===== config.mk =====
export PLATFORM = sky130hd
export DESIGN_NAME = dsp_result_collector
export DESIGN_NICKNAME = d
export VERILOG_FILES = /design/src/rtl/dsp_pkg.sv /design/src/rtl/dsp_res_fifo.sv /design/src/rtl/dsp_result_collector.sv
export SDC_FILE = /design/constraint.sdc
export NUM_CORES = 1
export LEC_CHECK = 0
export ABC_CLOCK_PERIOD_IN_PS = 2100
export BUFFER_PORTS_ARGS = -buffer_cell sky130_fd_sc_hd__buf_4
export CORE_ASPECT_RATIO = 0.7
export CORE_MARGIN = 3
export CORE_UTILIZATION = 44
export DETAILED_ROUTE_END_ITERATION = 8
export GPL_TIMING_DRIVEN = 0
export HOLD_SLACK_MARGIN = 0.12
export PLACE_DENSITY = 0.76
export SYNTH_ARGS = -nofsm -noshare
export SYNTH_HDL_FRONTEND = slang
export SYNTH_SLANG_ARGS = --single-unit

===== constraint.sdc =====
create_clock -name clk -period 2.1 [get_ports clk]
set_clock_uncertainty 0.1 [all_clocks]
set_input_delay 0.315 -clock clk [delete_from_list [all_inputs] [get_ports clk]]
set_output_delay 0.315 -clock clk [all_outputs]
set_load 0.01 [all_outputs]

===== src/rtl/dsp_pkg.sv =====
// Shared definitions for the DSP48A1 result collector: default widths, saturation
// limits and the round/shift/saturate helper used by the collector datapath.
package dsp_pkg;

    localparam int DSP_P_W   = 48;
    localparam int DSP_OUT_W = 18;
    localparam int CALC_W    = 65;

    localparam logic signed [DSP_OUT_W-1:0] SAT_MAX = {1'b0, {(DSP_OUT_W-1){1'b1}}};
    localparam logic signed [DSP_OUT_W-1:0] SAT_MIN = {1'b1, {(DSP_OUT_W-1){1'b0}}};

    localparam logic signed [CALC_W-1:0] CALC_ONE = 1;

    // Returns {sat_flag, data}; data holds the result in its low out_w bits.
    // One guard bit above the 64-bit input keeps the rounding add from overflowing.
    function automatic logic [CALC_W-1:0] round_shift_sat(
        input logic signed [63:0] p,
        input int                 shift,
        input bit                 round,
        input bit                 sat,
        input int                 out_w
    );
        logic signed [CALC_W-1:0] r;
        logic signed [CALC_W-1:0] s;
        logic signed [CALC_W-1:0] hi;
        logic signed [CALC_W-1:0] lo;
        logic                     flag;
        logic [63:0]              data;
        r = {p[63], p};
        if (round && shift > 0) begin
            r = r + (CALC_ONE <<< (shift - 1));
        end
        s    = r >>> shift;
        hi   = (CALC_ONE <<< (out_w - 1)) - CALC_ONE;
        lo   = -(CALC_ONE <<< (out_w - 1));
        flag = (s > hi) || (s < lo);
        data = s[63:0];
        if (sat && (s > hi)) begin
            data = hi[63:0];
        end else if (sat && (s < lo)) begin
            data = lo[63:0];
        end
        return {flag, data};
    endfunction

endpackage


===== src/rtl/dsp_res_fifo.sv =====
// Small synchronous result FIFO with async active-low reset, synchronous flush
// and an occupancy output used by the collector's credit logic.
module dsp_res_fifo #(
    parameter int W     = 20,
    parameter int DEPTH = 4
) (
    input  logic                     i_clk,
    input  logic                     i_rst_n,
    input  logic                     i_flush,
    input  logic                     i_push,
    input  logic [W-1:0]             i_wdata,
    input  logic                     i_pop,
    output logic [W-1:0]             o_rdata,
    output logic                     o_valid,
    output logic [$clog2(DEPTH):0]   o_level
);

    localparam int AW = $clog2(DEPTH);
    localparam int LW = AW + 1;

    logic [W-1:0]  r_mem [DEPTH];
    logic [AW-1:0] r_wptr;
    logic [AW-1:0] r_rptr;
    logic [LW-1:0] r_level;
    logic          w_doPush;
    logic          w_doPop;

    assign w_doPop  = i_pop & (r_level != '0);
    assign w_doPush = i_push & (r_level != LW'(DEPTH));

    // Pointers wrap naturally because DEPTH is a power of two.
    always_ff @(posedge i_clk or negedge i_rst_n) begin
        if (!i_rst_n) begin
            for (int i = 0; i < DEPTH; i++) begin
                r_mem[i] <= '0;
            end
            r_wptr  <= '0;
            r_rptr  <= '0;
            r_level <= '0;
        end else if (i_flush) begin
            r_wptr  <= '0;
            r_rptr  <= '0;
            r_level <= '0;
        end else begin
            if (w_doPush) begin
                r_mem[r_wptr] <= i_wdata;
                r_wptr        <= r_wptr + 1'b1;
            end
            if (w_doPop) begin
                r_rptr <= r_rptr + 1'b1;
            end
            r_level <= r_level + LW'(w_doPush) - LW'(w_doPop);
        end
    end

    assign o_rdata = r_mem[r_rptr];
    assign o_valid = (r_level != '0);
    assign o_level = r_level;

endmodule


===== src/rtl/dsp_result_collector.sv =====
// Collects DSP48A1 P results after the slice's fixed latency, scales them to OUT_W bits
// and queues them behind a valid/ready port; credits keep the slice from ever stalling.
module dsp_result_collector
    import dsp_pkg::*;
#(
    parameter int P_W   = DSP_P_W,
    parameter int OUT_W = DSP_OUT_W,
    parameter int SHIFT = 0,
    parameter int ROUND = 1,
    parameter int SAT   = 1,
    parameter int LAT   = 2,
    parameter int DEPTH = 4
) (
    input  logic                     clk,
    input  logic                     rst_n,
    input  logic                     in_valid,
    output logic                     in_ready,
    input  logic                     flush,
    input  logic [P_W-1:0]           p_in,
    input  logic                     carryout_in,
    output logic                     out_valid,
    input  logic                     out_ready,
    output logic [OUT_W-1:0]         out_data,
    output logic                     out_cy,
    output logic                     out_sat,
    output logic                     ovf_sticky,
    input  logic                     clr_sticky,
    output logic [$clog2(DEPTH):0]   level
);

    localparam int FW = OUT_W + 2;

    logic [LAT-1:0]        r_vpipe;
    logic                  r_sticky;
    logic                  w_accept;
    logic                  w_push;
    logic                  w_pop;
    logic [31:0]           w_credit;
    logic [CALC_W-1:0]     w_calc;
    logic                  w_satFlag;
    logic [OUT_W-1:0]      w_data;
    logic [FW-1:0]         w_wdata;
    logic [FW-1:0]         w_rdata;
    logic [$clog2(DEPTH):0] w_level;

    // Every accepted operation owns a FIFO slot from issue until it is popped.
    assign w_credit = 32'(w_level) + 32'($countones(r_vpipe));
    assign in_ready = (w_credit < 32'(DEPTH));
    assign w_accept = in_valid & in_ready;

    always_ff @(posedge clk or negedge rst_n) begin
        if (!rst_n) begin
            r_vpipe <= '0;
        end else if (flush) begin
            r_vpipe <= '0;
        end else begin
            r_vpipe[0] <= w_accept;
            for (int k = 1; k < LAT; k++) begin
                r_vpipe[k] <= r_vpipe[k-1];
            end
        end
    end

    assign w_push    = r_vpipe[LAT-1] & ~flush;
    assign w_calc    = round_shift_sat(64'(signed'(p_in)), SHIFT, (ROUND != 0), (SAT != 0), OUT_W);
    assign w_satFlag = w_calc[CALC_W-1];
    assign w_data    = w_calc[OUT_W-1:0];
    assign w_wdata   = {carryout_in, w_satFlag, w_data};
    assign w_pop     = out_valid & out_ready;

    dsp_res_fifo #(
        .W     (FW),
        .DEPTH (DEPTH)
    ) u_fifo (
        .i_clk   (clk),
        .i_rst_n (rst_n),
        .i_flush (flush),
        .i_push  (w_push),
        .i_wdata (w_wdata),
        .i_pop   (w_pop),
        .o_rdata (w_rdata),
        .o_valid (out_valid),
        .o_level (w_level)
    );

    // A saturating push takes priority over a simultaneous clear.
    always_ff @(posedge clk or negedge rst_n) begin
        if (!rst_n) begin
            r_sticky <= 1'b0;
        end else if (w_push && w_satFlag) begin
            r_sticky <= 1'b1;
        end else if (clr_sticky) begin
            r_sticky <= 1'b0;
        end
    end

    assign out_cy     = w_rdata[FW-1];
    assign out_sat    = w_rdata[FW-2];
    assign out_data   = w_rdata[OUT_W-1:0];
    assign ovf_sticky = r_sticky;
    assign level      = w_level;

endmodule


# Yosys cells after proc, flatten, opt, wreduce, memory -nomap -nowiden
# Cells that the tools add are included.
classes:
  addsub: 6
  n_lt_le_gt_ge: 6
  n_eq_ne: 1
  n_mux: 16
  bitwise: 8
  n_reduce_logical: 8
ops:
  columns: ["cell", "n"]
  rows:
  - ["80-bit bitwise mux", 1]
  - ["20-bit two-way mux", 3]
  - ["48-bit by 18-bit > comparator with 1-bit output (second input constant)", 1]
  - ["48-bit by 18-bit less-than comparator with 1-bit output (second input constant)", 1]
  - ["20-bit binary-select mux with 2-bit select", 1]
  - ["20-bit demux with 2-bit select", 1]
  - ["18-bit two-way mux", 2]
  - ["2-bit two-way mux", 5]
  - ["3-bit greater-or-equal comparator (second input constant)", 2]
  - ["2-bit NOT with 3-bit output", 2]
  - ["2-bit nonzero test", 3]
  - ["1-bit bitwise AND", 5]
  - ["2-bit by 1-bit adder with 2-bit output (second input constant)", 2]
  - ["3-bit by 2-bit adder with 4-bit output", 1]
  - ["4-bit by 3-bit less-than comparator with 1-bit output (second input constant)", 1]
  - ["3-bit by 1-bit adder with 3-bit output", 1]
  - ["3-bit by 1-bit less-than comparator with 1-bit output (second input constant)", 1]
  - ["3-bit two-way mux", 1]
  - ["3-bit != test (second input constant)", 1]
  - ["3-bit nonzero test", 1]
  - ["3-bit by 1-bit subtractor with 3-bit output", 1]
  - ["1-bit by 1-bit adder with 2-bit output", 1]
  - ["1-bit logical AND", 2]
  - ["1-bit two-way mux", 2]
  - ["other kinds (3)", 3]
totals:
  regBits: 90
  input_bits: 55
  output_inout_bits: 26
  elab_cells: 54

# Longest topological paths before layout
# Gate-level depths: netlist of the first run.
depth:
  ltp_word: 6
  ltp_mapped: 8
  mapped_depth_nobuf: 7

# Cells and area by module
# Synthesis of the first run repeated with hierarchy kept, for this count alone.
hier_totals:
  hier_cells: 312
  hier_area_um2: 4839.6
modules_own_cells:
  columns: ["module", "n_inst", "cells_per_inst", "area_each_um2", "seq_area_each_um2"]
  rows:
  - ["dsp_res_fifo", 1, 237, 4319.1, 2177.1]
  - ["dsp_result_collector", 1, 75, 520.5, 75.1]

# Worst setup path before layout of the first run
# Ideal clock, no wire load.
synth_path:
  path_type: "flip-flop to flip-flop"
  startpoint: "reg u_fifo.r_level[1], in the netlist u_fifo.o_level[1]"
  endpoint: "reg u_fifo.r_level[2], in the netlist u_fifo.o_level[2]"
  setup_ns: 0.130
  t_arrival_ns: 1.890
  required_time_ns: 1.870
  path_slack_ns: -0.020
  stages_incl_launch_ff: 9
  path_buffers: 1
  period_less_slack_ns: 2.120
  path_cell_list: "dfrtp_1 or3b_1 clkbuf_1 nand2_1 inv_1 ha_1 fa_1 xor2_1 nor2_1"
synth_via:
  elab_chain_len: 5
  word_cells_on_any_way: 8
  classes_between: "add/sub (2); eq/ne (1); mux (1); bitwise (3); reduce/logical (1)"
synth_lines:
  columns: ["item", "line", "source"]
  rows:
  - ["from (decl)", "dsp_res_fifo.sv:24", "logic [LW-1:0] r_level;"]
  - ["from (signal assigned)", "dsp_res_fifo.sv:52", "r_level <= r_level + LW'(w_doPush) - LW'(w_doPop);"]
  - ["3-bit != test / 3-bit nonzero test (equally long branches)", "dsp_res_fifo.sv:29, dsp_res_fifo.sv:28, dsp_res_fifo.sv:57", null]
  - ["1-bit bitwise AND (on tied branches)", "dsp_res_fifo.sv:29, dsp_result_collector.sv:69", null]
  - ["3-bit by 1-bit adder with 3-bit output / 1-bit bitwise AND (equally long branches)", "dsp_res_fifo.sv:52, dsp_res_fifo.sv:28", null]
  - ["3-bit by 1-bit subtractor with 3-bit output (*)", "dsp_res_fifo.sv:52", null]
  - ["3-bit two-way mux (*)", "dsp_res_fifo.sv:40", "end else if (i_flush) begin"]
# Mark *: on every way between the ends. The rest lies on a longest branch, timed or not.
# A chain may end at the register's enable or synchronous reset.

# Worst setup path after layout of the first run
layout_path:
  startpoint: "reg u_fifo.r_rptr[0]"
  endpoint: "out out_data[10]"
layout_via:
  elab_chain_len: 4
layout_lines:
  columns: ["item", "line", "source"]
  rows:
  - ["from (decl)", "dsp_res_fifo.sv:23", "logic [AW-1:0] r_rptr;"]
  - ["from (signal assigned)", "dsp_res_fifo.sv:50", "r_rptr <= r_rptr + 1'b1;"]
  - ["2-bit NOT with 3-bit output (not written as such)", "dsp_res_fifo.sv:56", "assign o_rdata = r_mem[r_rptr];"]
  - ["20-bit binary-select mux with 2-bit select", "dsp_res_fifo.sv:56", null]
  - ["20-bit two-way mux (not written as such) (2 in series)", "dsp_res_fifo.sv:56", null]
  - ["to (decl)", "dsp_result_collector.sv:23", "output logic [OUT_W-1:0] out_data,"]
# Every way passes these cells. The select of a mux whose other input is x is not followed.

==> flow_summary.toml, run 1 <==
[clock_network]
clockBufferDepth = 2
cts-root-buf = "clkbuf_16"
cts_sinks = 90
cts_made_buffers = 9
cts.clk_slew.worst_paths_ps = 70
worstSkewPairLatency_ps = 350
tritoncts = "yes"
htree_levels = 3

[floorplan]
start_util_pct = 46.8
die-area_um2 = 12000
die_x_um = 130
placement_rows = 30
dieHeight_um = 92.5
core_um2 = 10100
io_pins = 81

[detailed_routing]
vias = 4160
via_per_inst = 5.93
wl_um = 13900
routedWlPerCell_um = 19.9
ant_nets = 0
drt_first_pass_iters = 5
drt_iter0_markers = 385
drc_errors = 0

[sta]
min_period_ps = 2090
rsz0062_at_grt = "true"
relSlewSlack_pct = 24.8
fin_crit_sh_pct = 99.5
report.final.hold_viol_count = 0
worst_slack_ps = 10.9
setup_viol = 0
worstMarginPinSlew_ps = 1130
drv_slew = 0
fmax_mhz = 479
hold_ws_ps = 70.3

[global_route]
antenna_found_initial = 0
grt_pass1_wl_um = 21900
grt_pass1_vias = 4291
grt_overflow = 0
grt_usage_pct = 23.7
grt_max_degree = 91

[worst_setup_path]
cp-end-kind = "primary output"
critical_path_required_ps = 1680
worst_setup_path_start_kind = "register"
crit_type = "register to primary output"
crit_fanout = 10
cp_data_arrival_time_ps = 1670

[power_and_ir_drop]
power.density_nw_per_um2 = 1050
peakVddDrop_uv = 577
p_leak_nw = 2.75
p_total_mw = 6.51

[synth]
synth_cells = 456
yosys_warnings = 0
syn_avg_cell_area_um2 = 10.3
synth_flop_cell = "dfrtp_1"
ys_ff_latch = 90
synth_edf_count = 0
synth.distinct_cells = 34
ys_seq_area_share_pct = 47.9
syn-num-nets = 520
netlist_area_um2 = 4710
synthArstFlopShare_pct = 100

[place]
dpl_cell_area_um2 = 5470
place.gp.congestion = 0.826
dp_hpwl_um = 9360
place_ws_ps = -297
port-buffer-count = 80

[cells_and_area]
area_growth_pct = 31.1
post-route-cell-area_um2 = 6170
num-nets-final = 632
antenna_cells = 0
drive_gt1_share_pct = 34.4

[run]
maxCapViolCount = 0

[min_path]
hold_path_class = "input port to asynchronous set/reset pin"

[run_status]
outcome = "completed"
-- flip-flops by register name, indices dropped and copies added (netlist names) --
name            flops
r_vpipe             2
u_fifo.r_rptr       2
ovf_sticky          1
u_fifo.r_wptr       2
u_fifo.r_mem       80
u_fifo.o_level      3
-- critical path, stage by stage, from the launching register on --
cell and delay [ps]:
dfrtp_2 450, buf_12 170, mux4_2 550, buf_6 140
-- routing by layer --
layer | vias to the layer above | track usage (%) | part of all wire, %
li1 | 1857 | - | -
met5 | - | 0 | 0
met1 | 2090 | 31.4 | 41
met2 | 189 | 38.3 | 49
met4 | 0 | 7.70 | 1.6
met3 | 24 | 6.05 | 8.4
-- cell families after synthesis --
group | count (synthesis) | share of synthesized area, %
and+or+nand+nor | 202 | 18.1
adders and majority gates | 9 | 2.55
DFF | 90 | 47.9
buffers and inverters | 43 | 4.71
AOI/OAI and AO/OA | 89 | 16.6
muxes | 20 | 9.57
xor gates and xnor gates | 3 | 0.558
-- repair_timing --
action                                  4_1_cts  5_1_grt
pin swaps                                     3        8
resized for setup                            21       39
endpoints found under the hold margin         6        0
gates cloned                                  1        1
buffers inserted                              5       12
hold buffers                                  3        0
endpoints found under the setup margin       67       72
-- power breakdown --
part	total (mW)	internal (mW)	leakage (nW)	switching, mW
clock network	1.78	1.05	0.157	0.723
logic	2.37	1.34	1.40	1.03
registers	2.36	2.10	1.20	0.260
total	6.51	4.49	2.75	2.01
-- worst paths after layout --
kind | startpoint | end | slack [ps] | cells past startpoint
setup reg to reg | u_fifo.o_level[1]$_DFF_PN0_ | u_fifo.o_level[1]$_DFF_PN0_ | 30 | 6
hold reg to reg | u_fifo.r_mem[47]$_DFFE_PN0P_ | u_fifo.r_mem[47]$_DFFE_PN0P_ | 390 | 2
hold / removal | rst_n | u_fifo.r_mem[3]$_DFFE_PN0P_ | 70 | 1
min in group clk | p_in[16] | u_fifo.r_mem[16]$_DFFE_PN0P_ | 160 | 3
setup / recovery | u_fifo.r_rptr[0]$_DFFE_PN0P_ | out_data[10] | 10 | 3
max in group asynchronous | rst_n | u_fifo.o_level[2]$_DFF_PN0_ | 1030 | 1
-- per-stage QoR --
| stage | setup TNS [ps] | std cells | util [%] |
|---|---|---|---|
| after detailed placement | -14210 | 664 | 54.4 |
| after CTS | -3.95 | 688 | 59.1 |
| after floorplan | 0 | 456 | - |
| after global routing | -155 | 701 | 61.3 |
| after global placement | -6410 | 664 | 54.4 |
| final | 0 | 701 | 61.3 |
-- cell usage after synthesis (5+ instances only) --
cell | n | share of area (%)
nand3_1 | 5 | 0.53
o21ai_0 | 6 | 0.64
nand4_1 | 9 | 1.2
nand2_1 | 159 | 13
clkbuf_1 | 20 | 1.6
o211ai_2 | 23 | 6.1
o211ai_1 | 53 | 8.5
inv_1 | 8 | 0.64
ha_1 | 8 | 2.1
nor2_1 | 5 | 0.40
buf_6 | 7 | 1.7
dfrtp_1 | 90 | 48
buf_2 | 6 | 0.64
nor4_1 | 7 | 0.93
mux4_2 | 20 | 9.6
-- cell type report --
type | count | area [um2]
timing repair buffer | 101 | 858
tap | 128 | 160
multi-input combinational | 324 | 2280
sequential | 90 | 2260
fill | 834 | 3890
clock inverter | 7 | 98.8
buffer | 33 | 251
clock buffer | 9 | 225
inverter | 9 | 33.8
-- cell usage in the layout, fill, tap and decap left out, types with 2 or more instances in the layout --
| cell | netlist | layout |
|---|---|---|
| clkbuf_1 | 20 | 7 |
| dlygate4sd3_1 | 0 | 3 |
| nor3_1 | 2 | 2 |
| o211ai_2 | 23 | 20 |
| xor2_1 | 2 | 2 |
| nand4_1 | 9 | 9 |
| buf_4 | 0 | 85 |
| nand2_1 | 159 | 158 |
| buf_12 | 0 | 6 |
| mux4_2 | 20 | 20 |
| inv_2 | 1 | 2 |
| inv_6 | 0 | 3 |
| ha_1 | 8 | 7 |
| o31a_1 | 2 | 2 |
| nor2b_1 | 4 | 4 |
| clkbuf_2 | 0 | 10 |
| dfrtp_2 | 0 | 4 |
| or4_1 | 2 | 2 |
| nor2_1 | 5 | 4 |
| nor4_1 | 7 | 7 |
| bufinv_16 | 0 | 2 |
| o211ai_1 | 53 | 53 |
| nand3_1 | 5 | 5 |
| o211ai_4 | 1 | 4 |
| dfrtp_1 | 90 | 86 |
| buf_2 | 6 | 5 |
| and3_1 | 4 | 4 |
| or3_1 | 2 | 2 |
| buf_8 | 0 | 2 |
| buf_6 | 7 | 14 |
| inv_1 | 8 | 7 |
| clkbuf_16 | 0 | 10 |
| o21ai_0 | 6 | 6 |
Power figures use the tool's default switching activity.
==> run 2, diff against run 1 <==
==> constraint.sdc (replaced) <==
create_clock -name clk -period 2.1 [get_ports clk]
set_clock_uncertainty 0.1 [all_clocks]
set_input_delay 0.105 -clock clk [delete_from_list [all_inputs] [get_ports clk]]
set_output_delay 0.105 -clock clk [all_outputs]
set_load 0.01 [all_outputs]
==> run 2 against run 1 <==
- the run now ends with setup timing left
- setup slack worse by 12 ps
- routed wire length down 0.83%
- critical path depth up 3
- total power down 2.2%
- non-clock buffer count up 15
- combinational power down 5%
==> flow_summary.toml, run 2 (same netlist as run 1, synthesis figures left out) <==
[place]
dpl_cell_area_um2 = 5470
port-buffer-count = 80
dp.cells = 664
dp_hpwl_um = 9360
place.gp.congestion = 0.826

[global_route]
grt_max_degree = 91
grt_pass1_vias = 4362
grt.busiest_layer = "met2"
antenna_found_initial = 0
grt_overflow = 0
grt.met3_usage_pct = 6.46
grt_use_met1_pct = 31.0
grt_usage_pct = 23.9
grt_pass1_wl_um = 22100
gr-usage-met2_pct = 38.9

[worst_setup_path]
worst_setup_path_start_kind = "register"
critical_path_required_ps = 2220
cp-end-kind = "register"
cp.depth = 6
crit_type = "register to register"
crit_family = "adder cells"
crit_fanout = 7
cp_slowest_stage_delay_ps = 460
r2r_cells = 6
path_buf_inv = 1
crit_slowest_cell = "dfrtp_2"
crit_chain = "o31a_1 -> ha_1 -> inv_1 -> ha_2 -> fa_2 -> nor2b_1"
cp_data_arrival_time_ps = 2230

[clock_network]
clockBufferDepth = 2
tritoncts = "yes"
cts-root-buf = "clkbuf_16"
cts.clk_slew.worst_paths_ps = 70
cts_made_buffers = 9
cts_sinks = 90
worstSkewPairLatency_ps = 350
htree_levels = 3

[cells_and_area]
num-nets-final = 647
n_fill_cell = 830
largest_register_ffs = 80
mostFrequentLayoutCells = "nand2_1, buf_4, dfrtp_1"
final_common_cell = "nand2_1"
post-route-cell-area_um2 = 6250
stdcell_count = 716
drive_gt1_share_pct = 32.0
area_growth_pct = 32.9
largest-register = "u_fifo.r_mem"
antenna_cells = 0

[power_and_ir_drop]
peakVddDrop_uv = 506
p_leak_nw = 2.81
power.density_nw_per_um2 = 1020

[detailed_routing]
wl_um = 13800
drc_errors = 0
drt_first_pass_iters = 5
via_per_inst = 5.88
vias = 4207
ant_nets = 0
drt_iter0_markers = 421
routedWlPerCell_um = 19.3

[min_path]
holdPathStages = 3
hold_path_class = "input port to register"

[run_status]
violations = "setup timing"
outcome = "finished with violations"

[sta]
drv_slew = 0
fmax_mhz = 476
fin_crit_sh_pct = 100
worst_slack_ps = -1.30
relSlewSlack_pct = 23.8
report.final.hold_viol_count = 0
rsz0062_at_grt = "true"
setup_viol = 1
hold_ws_ps = 163
min_period_ps = 2100
worstMarginPinSlew_ps = 1140

[floorplan]
die_x_um = 130
dieHeight_um = 92.5
placement_rows = 30
start_util_pct = 46.8
die-area_um2 = 12000
core_um2 = 10100
io_pins = 81

[run]
maxCapViolCount = 0
run 2: cell types whose count changed in the layout (fill, tap and decap cells not counted), moves of 2 or more:
cell	change
buf_4	+8
buf_12	-2
clkbuf_2	-2
dlygate4sd3_1	+19
buf_6	-10
run 2: cell type report:
cell class | count | area [um2] | share of cell area [%]
Tap cell | 128 | 160 | 2.56
Clock buffer | 9 | 225 | 3.60
Multi-Input combinational cell | 324 | 2270 | 36.4
Timing Repair Buffer | 116 | 981 | 15.7
Buffer | 33 | 225 | 3.60
Inverter | 9 | 33.8 | 0.540
Clock inverter | 7 | 98.8 | 1.58
Sequential cell | 90 | 2260 | 36.1
run 2: path summary, 6_finish.rpt:
path                       slack, ps                      endpoint                         start
max                               -1   u_fifo.o_level[1]$_DFF_PN0_   u_fifo.o_level[1]$_DFF_PN0_
min                              160   u_fifo.o_level[2]$_DFF_PN0_                         flush
max reg2reg                       -1   u_fifo.o_level[1]$_DFF_PN0_   u_fifo.o_level[1]$_DFF_PN0_
min reg2reg                      390  u_fifo.r_mem[47]$_DFFE_PN0P_  u_fifo.r_mem[47]$_DFFE_PN0P_
max in group asynchronous        690   u_fifo.o_level[2]$_DFF_PN0_                         rst_n
min in group asynchronous        430  u_fifo.r_mem[66]$_DFFE_PN0P_                         rst_n
run 2: timing repair:
item                                   4_1_cts  5_1_grt
hold buffers                                22        0
setup endpoints to repair                   65       75
endpoints found under the hold margin      167        0
buffers inserted                             4        9
gates cloned                                 1        1
pin swaps                                    3        8
gates resized for setup                     13       28
run 2: stage by stage:
| step | worst slack, ps | power, mW | utilization [%] | setup TNS, ps |
|---|---|---|---|---|
| final | -1.30 | 6.37 | 62.2 | -1.30 |
| after global routing | -54.8 | 6.68 | 62.2 | -226 |
| after CTS | 0.863 | 6.33 | 60.7 | 0 |
| after detailed placement | -120 | 4.47 | 54.4 | -3720 |
| after global placement | -69.2 | 4.38 | 54.4 | -1940 |
| after floorplan | 17.2 | 3.56 | - | 0 |
run 2: routing by layer:
metal	routed length, um	vias to the layer above
li1	-	1893
met2	6620	180
met3	1010	23
met1	5940	2111
met5	0	-
met4	259	0
run 2: worst min-delay path, stage by stage:
cell      delay [ps]
buf_4            110
clkbuf_1         220
nor2_1           140
run 2: power by group:
part / switching, mW / internal [mW]
logic: 0.996 / 1.25
registers: 0.254 / 2.10
clock network: 0.720 / 1.05
total: 1.97 / 4.40
